--- config.mk ---
export PLATFORM = sky130hd
export DESIGN_NAME = hack_pc
export DESIGN_NICKNAME = d
export VERILOG_FILES = /design/src/rtl/hack_pkg.sv /design/src/rtl/jump_cond.sv /design/src/rtl/hack_pc.sv
export SDC_FILE = /design/constraint.sdc
export NUM_CORES = 1
export LEC_CHECK = 0
export CORE_MARGIN = 2
export CORE_UTILIZATION = 45
export CTS_BUF_LIST = sky130_fd_sc_hd__clkbuf_4 sky130_fd_sc_hd__clkbuf_8
export CTS_CLUSTER_SIZE = 28
export DETAILED_ROUTE_END_ITERATION = 7
export PLACE_DENSITY = 0.78
export SYNTH_ARGS = -nofsm -noshare
export SYNTH_HDL_FRONTEND = slang
export SYNTH_SLANG_ARGS = --single-unit
export TNS_END_PERCENT = 1
--- constraint.sdc ---
create_clock -name clk -period 1.9 [get_ports clk]
set_input_delay 0.285 -clock clk [delete_from_list [all_inputs] [get_ports clk]]
set_output_delay 0.285 -clock clk [all_outputs]
set_load 0.1 [all_outputs]
--- src/rtl/hack_pkg.sv ---
// -----------------------------------------------------------------------------
// hack_pkg
// Shared constants for the Hack CPU control path.
//   - Jump-field encodings of the C-instruction {j1,j2,j3} = {<0, =0, >0}.
//   - Program-counter state encoding (RUN / HALT).
// No ports; imported with "import hack_pkg::*;".
// -----------------------------------------------------------------------------
package hack_pkg;

    // Jump field {j1,j2,j3}
    localparam logic [2:0] JNULL = 3'b000;  // never jump
    localparam logic [2:0] JGT   = 3'b001;  // jump if out >  0
    localparam logic [2:0] JEQ   = 3'b010;  // jump if out == 0
    localparam logic [2:0] JGE   = 3'b011;  // jump if out >= 0
    localparam logic [2:0] JLT   = 3'b100;  // jump if out <  0
    localparam logic [2:0] JNE   = 3'b101;  // jump if out != 0
    localparam logic [2:0] JLE   = 3'b110;  // jump if out <= 0
    localparam logic [2:0] JMP   = 3'b111;  // always jump

    // Program-counter state encoding
    localparam logic [0:0] PC_RUN  = 1'b0;
    localparam logic [0:0] PC_HALT = 1'b1;

endpackage

--- src/rtl/jump_cond.sv ---
// -----------------------------------------------------------------------------
// jump_cond
// Combinational jump-condition evaluation for a Hack C-instruction.
// Ports:
//   jmp        in  3  jump bits {j1,j2,j3} = {<0, =0, >0}
//   zr         in  1  ALU out == 0
//   ng         in  1  ALU out < 0
//   is_c_instr in  1  current instruction is a C-instruction
//   take       out 1  jump is taken
// -----------------------------------------------------------------------------
module jump_cond
    import hack_pkg::*;
(
    input  logic [2:0] jmp,
    input  logic       zr,
    input  logic       ng,
    input  logic       is_c_instr,
    output logic       take
);

    logic pos;
    logic cond;

    // "Positive" is derived literally from the flags, so the illegal zr=ng=1
    // combination gives the same answer as the sum-of-products form
    // (j1 & ng) | (j2 & zr) | (j3 & ~ng & ~zr).
    assign pos = ~ng & ~zr;

    always_comb begin
        cond = 1'b0;
        case (jmp)
            JNULL:   cond = 1'b0;
            JGT:     cond = pos;
            JEQ:     cond = zr;
            JGE:     cond = zr | pos;
            JLT:     cond = ng;
            JNE:     cond = ng | pos;
            JLE:     cond = ng | zr;
            JMP:     cond = 1'b1;
            default: cond = 1'b0;
        endcase
    end

    // A-instructions carry an address in the jump-bit positions; never jump on them.
    assign take = is_c_instr & cond;

endmodule

--- src/rtl/hack_pc.sv ---
// -----------------------------------------------------------------------------
// hack_pc
// Hack CPU program counter with jump-condition evaluation, stall support and
// detection of the "jump to self" halt idiom ((END) @END; 0;JMP).
//
// State table
//   state   | meaning
//   --------+--------------------------------------------------------------
//   PC_RUN  | normal fetch: pc advances by 1 or loads a_reg on a taken jump
//   PC_HALT | taken jump to own address seen; pc frozen until rst
//
// Parameters:
//   WIDTH        PC / A-register width in bits
//   RESET_VECTOR pc value loaded on reset
//   HALT_DETECT  1 = enter HALT on a taken jump to self; 0 = never halt
// Ports:
//   clk        in  1      rising-edge clock
//   rst        in  1      synchronous, active-high reset
//   en         in  1      advance enable; 0 = stall (hold all state)
//   is_c_instr in  1      current instruction is a C-instruction
//   jmp        in  3      jump bits {j1,j2,j3}
//   zr         in  1      ALU out == 0
//   ng         in  1      ALU out < 0
//   a_reg      in  WIDTH  jump target
//   pc         out WIDTH  address of the instruction to fetch
//   jump_taken out 1      registered pulse: last advance was a jump
//   halted     out 1      1 while in HALT
// -----------------------------------------------------------------------------
module hack_pc
    import hack_pkg::*;
#(
    parameter int               WIDTH        = 16,
    parameter logic [WIDTH-1:0] RESET_VECTOR = '0,
    parameter bit               HALT_DETECT  = 1'b1
) (
    input  logic             clk,
    input  logic             rst,
    input  logic             en,
    input  logic             is_c_instr,
    input  logic [2:0]       jmp,
    input  logic             zr,
    input  logic             ng,
    input  logic [WIDTH-1:0] a_reg,
    output logic [WIDTH-1:0] pc,
    output logic             jump_taken,
    output logic             halted
);

    logic [0:0] state;
    logic       take;
    logic       self_jump;

    jump_cond u_jump_cond (
        .jmp        (jmp),
        .zr         (zr),
        .ng         (ng),
        .is_c_instr (is_c_instr),
        .take       (take)
    );

    // Only meaningful when qualified by en & take in RUN.
    assign self_jump = HALT_DETECT && (a_reg == pc);

    always_ff @(posedge clk) begin
        if (rst) begin
            pc         <= RESET_VECTOR;
            jump_taken <= 1'b0;
            state      <= PC_RUN;
        end else begin
            case (state)
                PC_RUN: begin
                    if (en) begin
                        if (take) begin
                            pc         <= a_reg;
                            jump_taken <= 1'b1;
                            if (self_jump) begin
                                state <= PC_HALT;
                            end
                        end else begin
                            // natural modulo-2^WIDTH wrap
                            pc         <= pc + WIDTH'(1);
                            jump_taken <= 1'b0;
                        end
                    end
                end
                PC_HALT: begin
                    // pc frozen; the entry pulse on jump_taken ends here
                    jump_taken <= 1'b0;
                end
                default: begin
                    jump_taken <= 1'b0;
                    state      <= PC_RUN;
                end
            endcase
        end
    end

    // Straight from the state flop: no combinational path from inputs.
    assign halted = (state == PC_HALT);

endmodule

==> Yosys cells after proc, flatten, opt, wreduce, memory -nomap -nowiden <==
Cells that the tools add are included.
Widths: inputs -> output; s select.
{ "word_totals": {"elab_cells": 32, "in_bits": 25, "mem_bits_ro": 0, "memories": 0, "register_bits": 18, "ram_bits": 0, "out_inout_bits": 18, "latch_bits": 0} }
{ "op_classes": {"bitwise": 8, "add_sub_neg": 1, "n_eq_ne": 9, "div_mod_pow": 0, "mul": 0, "mux": 9, "reduce_logical": 2, "shifts": 0, "magnitude_cmp": 0} }
{ "op_table": {"columns": ["operator", "count"], "rows": [
  ["$add 16x1->16 const B", 1],
  ["$eq 16x16->1", 1],
  ["$mux 16", 1],
  ["$eq 3x3->1 const B", 4],
  ["$pmux 1 s8", 1],
  ["$eq 3x2->1 const B", 2],
  ["$mux 1", 6],
  ["$eq 3x1->1 const B", 1],
  ["$logic_not 3->1", 1],
  ["$not 1->1", 3],
  ["$or 1x1->1", 3],
  ["$and 1x1->1", 2],
  ["$ne 2x2->1 const B", 1],
  ["$pmux 1 s2", 1],
  ["$reduce_and 2->1", 1]
]} }

==> Longest topological paths before layout <==
Gate-level depths: netlist of run 1.
{ "depth": {"ltp_word": 8, "mapped_depth": 6, "mapped_depth_nobuf": 5} }

==> Hierarchy <==
From an unflattened synthesis of run 1, not the netlist that was laid out.
{ "hier_totals": {"hier_cells": 172, "area_unflattened_um2": 1323.8} }
{ "modules_own_cells": {"columns": ["mod", "n_inst", "seq_area_each_um2", "cells_each", "area_per_inst_um2"], "rows": [
  ["hack_pc", 1, 360.3, 169, 1300.0],
  ["jump_cond", 1, 0.0, 3, 23.8]
]} }

==> Worst setup path after synthesis of run 1 <==
No wires, ideal clock.
{ "synth_path": {"kind": "reg2reg", "start": "reg pc[1]", "end": "reg pc[14]", "path_buffers": 0, "required_ns": 1.808, "path_slack_ns": -0.594, "synth_period_minus_slack_ns": 2.494, "setup_ns": 0.092, "stages_incl_launch_ff": 6, "t_arrival_ns": 2.401, "path_cell_list": "dfxtp_1 > ha_1 > nand3_1 > or4_4 > o31a_1 > o32ai_1"} }
{ "synth_between": {"elab_chain_cells": 2} }
{ "synth_rtl": {"columns": ["element", "line_no", "source"], "rows": [
  ["start: declaration", "hack_pc.sv:44", "output logic [WIDTH-1:0] pc,"],
  ["start signal: assignment", "hack_pc.sv:74", "pc <= a_reg;"],
  ["start signal: assignment", "hack_pc.sv:81", "pc <= pc + WIDTH'(1);"],
  ["$add 16x1->16", "hack_pc.sv:81", null],
  ["$mux 16", "hack_pc.sv:73", "if (take) begin"]
]} }
Every way passes these cells.
A chain may end at the register's enable or synchronous reset.

==> Worst setup path after layout of run 1 <==
{ "layout_path": {"start": "in zr", "end": "reg pc[6]"} }
{ "layout_between": {"elab_chain_cells": 6, "word_cells_on_any_way": 8, "classes_between": "mux (2); bitwise (6)"} }
{ "layout_rtl": {"columns": ["element", "line_no", "source"], "rows": [
  ["start: declaration", "hack_pc.sv:41", "input logic zr,"],
  ["$not 1->1", "jump_cond.sv:27", "assign pos = ~ng & ~zr;"],
  ["$and 1x1->1", "jump_cond.sv:27", null],
  ["$or 1x1->1, on equally long branches", "jump_cond.sv:37, jump_cond.sv:35", null],
  ["$pmux 1 s8 *", "jump_cond.sv:31", "case (jmp)"],
  ["$and 1x1->1 *", "jump_cond.sv:45", "assign take = is_c_instr & cond;"],
  ["$mux 16 *", "hack_pc.sv:73", null]
]} }
Every way passes the cells marked *; elsewhere a longest branch is shown, timed or not.

==> results.py, run 1 <==
metrics = {
    "synthesis": {
        "yosysSeqAreaShare_pct": 26.1,
        "yosysUniqueCellTypes": 43,
        "yosys_warnings": 0,
        "synth-main-ff-cell": "dfxtp_1",
        "synth_nets": 192,
        "synth_seq_cells": 18,
        "synth_area_um2": 1380,
        "synth_area_per_cell_um2": 8.31,
        "syn_inst": 166,
        "synthArstFlopShare_pct": 0,
        "synth_edf_count": 0,
    },
    "timing": {
        "setup_viol": 0,
        "slew_violations": 0,
        "worstMarginPinSlew_ns": 0.423,
        "finalCriticalPeriod_ns": 1.77,
        "skew_ns": 0.00129,
        "worst_slack_ns": 0.133,
        "slew_headroom_pct": 71.8,
        "rsz0062_at_grt": "no",
        "final.setup.tns_ns": 0,
        "max_freq_mhz": 566,
        "fin_crit_sh_pct": 93.0,
        "hold_ws_ns": 0.471,
        "hold_viol": 0,
    },
    "global_route": {
        "grt_max_degree": 14,
        "grt_pass1_wl_um": 7040,
        "gr-usage-all-layers_pct": 26.5,
        "grt_overflow": 0,
        "grt_pass1_vias": 1562,
        "antenna_found_initial": 0,
    },
    "die": {
        "die_h_um": 59.4,
        "die_w_um": 59.4,
        "ios": 43,
        "rows": 20,
        "dieArea_um2": 3520,
        "initial_core_util_pct": 46.3,
        "core-area_um2": 2980,
    },
    "clocking": {
        "clk_pin_slew_ns": 0.11,
        "postCtsSetupBuffers": 0,
        "cts_tree": "yes",
        "h-tree-depth": 1,
        "cts_buffers": 3,
        "cts_root_buf": "clkbuf_4",
        "holdBufCountCts": 0,
        "clkLatencyLatePin_ns": 0.30,
        "cts_max_path_buffers": 2,
        "clkSinkCount": 18,
        "cts_resized": 0,
    },
    "setup_path": {
        "end_kind": "flop",
        "regToRegEndpoint": "pc[14]",
        "reg2reg_depth": 5,
        "worstSetupStartpointType": "input pin",
        "crit_required_ns": 2.11,
        "rrSetupSlack_ns": 0.19,
        "crit_arrival_ns": 1.97,
        "crit_start": "zr",
        "reg2reg_from": "pc[0]",
        "crit_type": "in -> reg",
        "path_max_fanout": 11,
    },
    "placed_design": {
        "gp_congestion": 0.973,
        "place_ws_ns": -0.185,
        "dpl.hpwl_um": 3310,
        "place_area_um2": 1900,
        "buffer_ports.inserted": 42,
    },
    "detailed_routing": {
        "wire_per_inst_um": 17.4,
        "dr.pass1.iters": 4,
        "vias_per_cell": 6.26,
        "drc": 0,
        "ant_nets": 0,
        "vias": 1541,
        "wl_um": 4280,
        "drtIter0Drc": 77,
    },
    "final_layout": {
        "area_growth_pct": 39.5,
        "drive_above_1_share_pct": 29.1,
        "antenna_cells_inserted": 0,
        "nFillCells": 273,
        "finalInstanceArea_um2": 1920,
        "nets": 240,
    },
    "hold_path": {
        "hp-class": "reg -> reg",
        "min_to": "jump_taken",
        "worst_hold_startpoint": "halted",
        "whs_path_depth": 1,
    },
    "pwr": {
        "cellLeakagePower_nw": 0.735,
        "ir_drop_mv": 0.406,
        "p_per_area_nw_per_um2": 547,
    },
    "job": {
        "cap_violations": 0,
    },
    "status": {
        "outcome": "completed",
    },
}
[where the power goes]
group	internal (mW)	switching, mW	leakage [nW]
clock network	0.0768	0.133	0.0154
registers	0.396	0.0401	0.154
logic	0.158	0.249	0.565
total	0.631	0.422	0.735
[flip-flops by register name, summed over array words and instances, names as in the netlist]
register / cells
halted: 1
pc: 16
jump_taken: 1
[metrics by stage]
step           power (mW)  utilization (%)  instances
4_1_cts              1.06             64.6        246
3_5_place_dp        0.848             63.7        242
5_1_grt              1.10             64.6        246
2_1_floorplan       0.699                -        166
3_3_place_gp        0.840             63.7        242
6_report             1.05             64.6        246
[worst max-delay path, cell delays in order]
cell and delay, ns:
clkdlybuf4s50_1 0.45, a22o_1 0.29, o21ai_2 0.13, buf_4 0.19
mux2_2 0.35, o221a_2 0.27
[final cells by class]
type                            count  area, um2  share of cell area (%)
Multi-Input combinational cell    123        907                    47.2
Clock inverter                      1       3.75                   0.195
Tap cell                           33       41.3                    2.15
Inverter                           10       37.5                    1.95
Clock buffer                        3       22.5                    1.17
Timing Repair Buffer               58        520                    27.1
Sequential cell                    18        390                    20.3
[cells in the mapped netlist (4+ instances only)]
master | instances | area [um2]
o32ai_1 | 7 | 61.3
nor3_1 | 4 | 20.0
nand4_1 | 9 | 56.3
nand2_1 | 5 | 18.8
clkbuf_1 | 5 | 18.8
xnor2_1 | 12 | 105
nor4_1 | 4 | 25.0
mux2_2 | 4 | 45.0
nor2_1 | 7 | 26.3
inv_1 | 10 | 37.5
a21oi_1 | 10 | 50.1
nand3_1 | 11 | 55.1
mux2i_1 | 8 | 80.1
dfxtp_1 | 18 | 360
xor2_1 | 4 | 35.0
buf_2 | 6 | 30.0
[cells in the final DEF, fill, tap and decap left out, types with 5 or more instances in the layout]
master           synthesis  final
a21oi_1                 10     10
o32ai_1                  7      7
dfxtp_4                  0      5
xnor2_1                 12     12
mux2i_1                  8      8
dfxtp_2                  0      9
buf_4                    2     32
nand4_1                  9      9
nor2_1                   7      7
inv_1                   10     10
nand2_1                  5      5
clkdlybuf4s50_1          0     24
nand3_1                 11     11
[cells by family after synthesis]
group                      after synthesis  synth area share [%]
and+or+nand+nor                         54                  24.0
AOI/OAI and AO/OA                       40                  21.7
buffers and inverters                   25                  8.08
DFF                                     18                  26.1
xor gates and xnor gates                16                  10.2
muxes                                   12                  9.07
adders and majority gates                1                 0.907
[routing by layer]
layer	vias up	routed length, um	track usage (%)
met1	716	1750	34.0
li1	731	-	-
met2	79	2070	45.1
met3	15	334	3.28
met5	-	0	0
met4	0	123	9.74
[worst max-delay path by stage]
stage                        end  slack [ns]  cells after the start
final                      pc[6]        0.13                      6
after global routing       pc[1]        0.06                      6
after CTS                  pc[6]        0.14                      6
after detailed placement   pc[6]       -0.19                      6
after global placement     pc[9]       -0.13                      6
after floorplan           pc[14]       -0.12                      5
Note: power is estimated with default switching activity, not from simulation.
==> run 2: changes to the inputs <==
==> constraint.sdc (replaced) <==
create_clock -name clk -period 2 [get_ports clk]
set_input_delay 0.3 -clock clk [delete_from_list [all_inputs] [get_ports clk]]
set_output_delay 0.3 -clock clk [all_outputs]
set_load 0.1 [all_outputs]
==> run 2 against run 1 <==
Sequential share of layout area rose by 0.42 points; global-route usage fell by 0.71 points; die area did not move; worst setup slack improved by 0.099 ns; total power fell by 4.3%; register-to-register slack improved by 0.12 ns; flip-flop and latch count did not move; largest power group unchanged; non-clock buffer count fell by 4; cell count fell by 1.6%.
==> results.py, run 2 (synthesis gave the netlist of run 1 again) <==
metrics = {
    "status": {
        "outcome": "completed",
    },
    "setup_path": {
        "crit_required_ns": 2.20,
        "path_max_fanout": 11,
        "crit_arrival_ns": 1.97,
        "worstSetupStartpointType": "input pin",
        "end_kind": "flop",
        "crit_type": "in -> reg",
    },
    "hold_path": {
        "hp-class": "reg -> reg",
    },
    "timing": {
        "hold_ws_ns": 0.480,
        "rsz0062_at_grt": "no",
        "fin_crit_sh_pct": 88.4,
        "worstMarginPinSlew_ns": 0.503,
        "finalCriticalPeriod_ns": 1.77,
        "worst_slack_ns": 0.232,
        "setup_viol": 0,
        "final.setup.tns_ns": 0,
        "slew_violations": 0,
        "hold_viol": 0,
        "slew_headroom_pct": 66.5,
        "skew_ns": 0.00313,
        "max_freq_mhz": 566,
    },
    "global_route": {
        "grt_overflow": 0,
        "grt_max_degree": 14,
        "gr-usage-all-layers_pct": 25.8,
        "grt_pass1_vias": 1488,
        "antenna_found_initial": 0,
        "grt_pass1_wl_um": 6840,
    },
    "pwr": {
        "cellLeakagePower_nw": 0.718,
        "total_power_mw": 1.01,
        "ir_drop_mv": 0.338,
        "p_per_area_nw_per_um2": 535,
    },
    "detailed_routing": {
        "wire_per_inst_um": 17.5,
        "ant_nets": 0,
        "wl_um": 4240,
        "dr.pass1.iters": 4,
        "drtIter0Drc": 59,
        "vias": 1487,
        "vias_per_cell": 6.14,
        "drc": 0,
    },
    "clocking": {
        "h-tree-depth": 1,
        "clkSinkCount": 18,
        "cts_buffers": 3,
        "cts_root_buf": "clkbuf_4",
        "clkLatencyLatePin_ns": 0.30,
        "holdBufCountCts": 0,
        "clk_pin_slew_ns": 0.11,
        "cts_resized": 0,
        "postCtsSetupBuffers": 0,
        "cts_max_path_buffers": 2,
        "cts_tree": "yes",
    },
    "die": {
        "initial_core_util_pct": 46.3,
        "die_w_um": 59.4,
        "die_h_um": 59.4,
        "rows": 20,
        "core-area_um2": 2980,
        "ios": 43,
        "dieArea_um2": 3520,
    },
    "final_layout": {
        "drive_above_1_share_pct": 28.2,
        "area_growth_pct": 36.7,
        "final_cell_mix": "buf_4 (29), clkdlybuf4s50_1 (24), xnor2_1 (12)",
        "finalInstanceArea_um2": 1880,
        "nets": 236,
        "top_register": "pc",
        "final_common_cell": "buf_4",
        "largest_reg_flops": 16,
        "antenna_cells_inserted": 0,
    },
    "placed_design": {
        "buffer_ports.inserted": 42,
        "place_area_um2": 1850,
        "dpl.hpwl_um": 3260,
        "place_ws_ns": -0.0813,
        "gp_congestion": 0.935,
    },
    "job": {
        "cap_violations": 0,
    },
}
==> run 2: layout make-up <==
type / instances / area, um2
Clock buffer: 4 / 30.0
Fill cell: 258 / 1090
Inverter: 10 / 37.5
Multi-Input combinational cell: 123 / 907
Sequential cell: 18 / 390
Tap cell: 33 / 41.3
Timing Repair Buffer: 54 / 478
==> run 2: power by group <==
part	leakage [nW]	internal [mW]	switching, mW
Combinational	0.545	0.143	0.233
Clock	0.0184	0.0913	0.125
Sequential	0.154	0.377	0.0378
Total	0.718	0.611	0.396
==> run 2: critical path, cell delays in order <==
cell and delay (ns):
clkdlybuf4s50_1 0.43, a22o_1 0.29, o21ai_2 0.20, buf_12 0.16
mux2_2 0.33, o221a_2 0.26
==> run 2: routing by layer <==
layer  up-vias  track usage, %  part of all wire (%)
met4         0            5.52                   1.0
met2        59            45.8                    50
met1       708            32.8                    43
met3         6            3.71                   6.5
met5         -               0                     0
li1        714               -                     -
==> run 2: stage by stage <==
step                std cells  util (%)
floorplan                 166         -
global placement          238      62.3
detailed placement        238      62.3
CTS                       242      63.3
global route              242      63.3
finish                    242      63.3
==> run 2: final timing paths <==
kind	from	end	slack [ns]	depth (start not counted)
max	zr	pc[9]	0.23	6
min	halted	jump_taken	0.48	1
max reg2reg	pc[9]	pc[14]	0.31	4
min reg2reg	halted	jump_taken	0.48	1
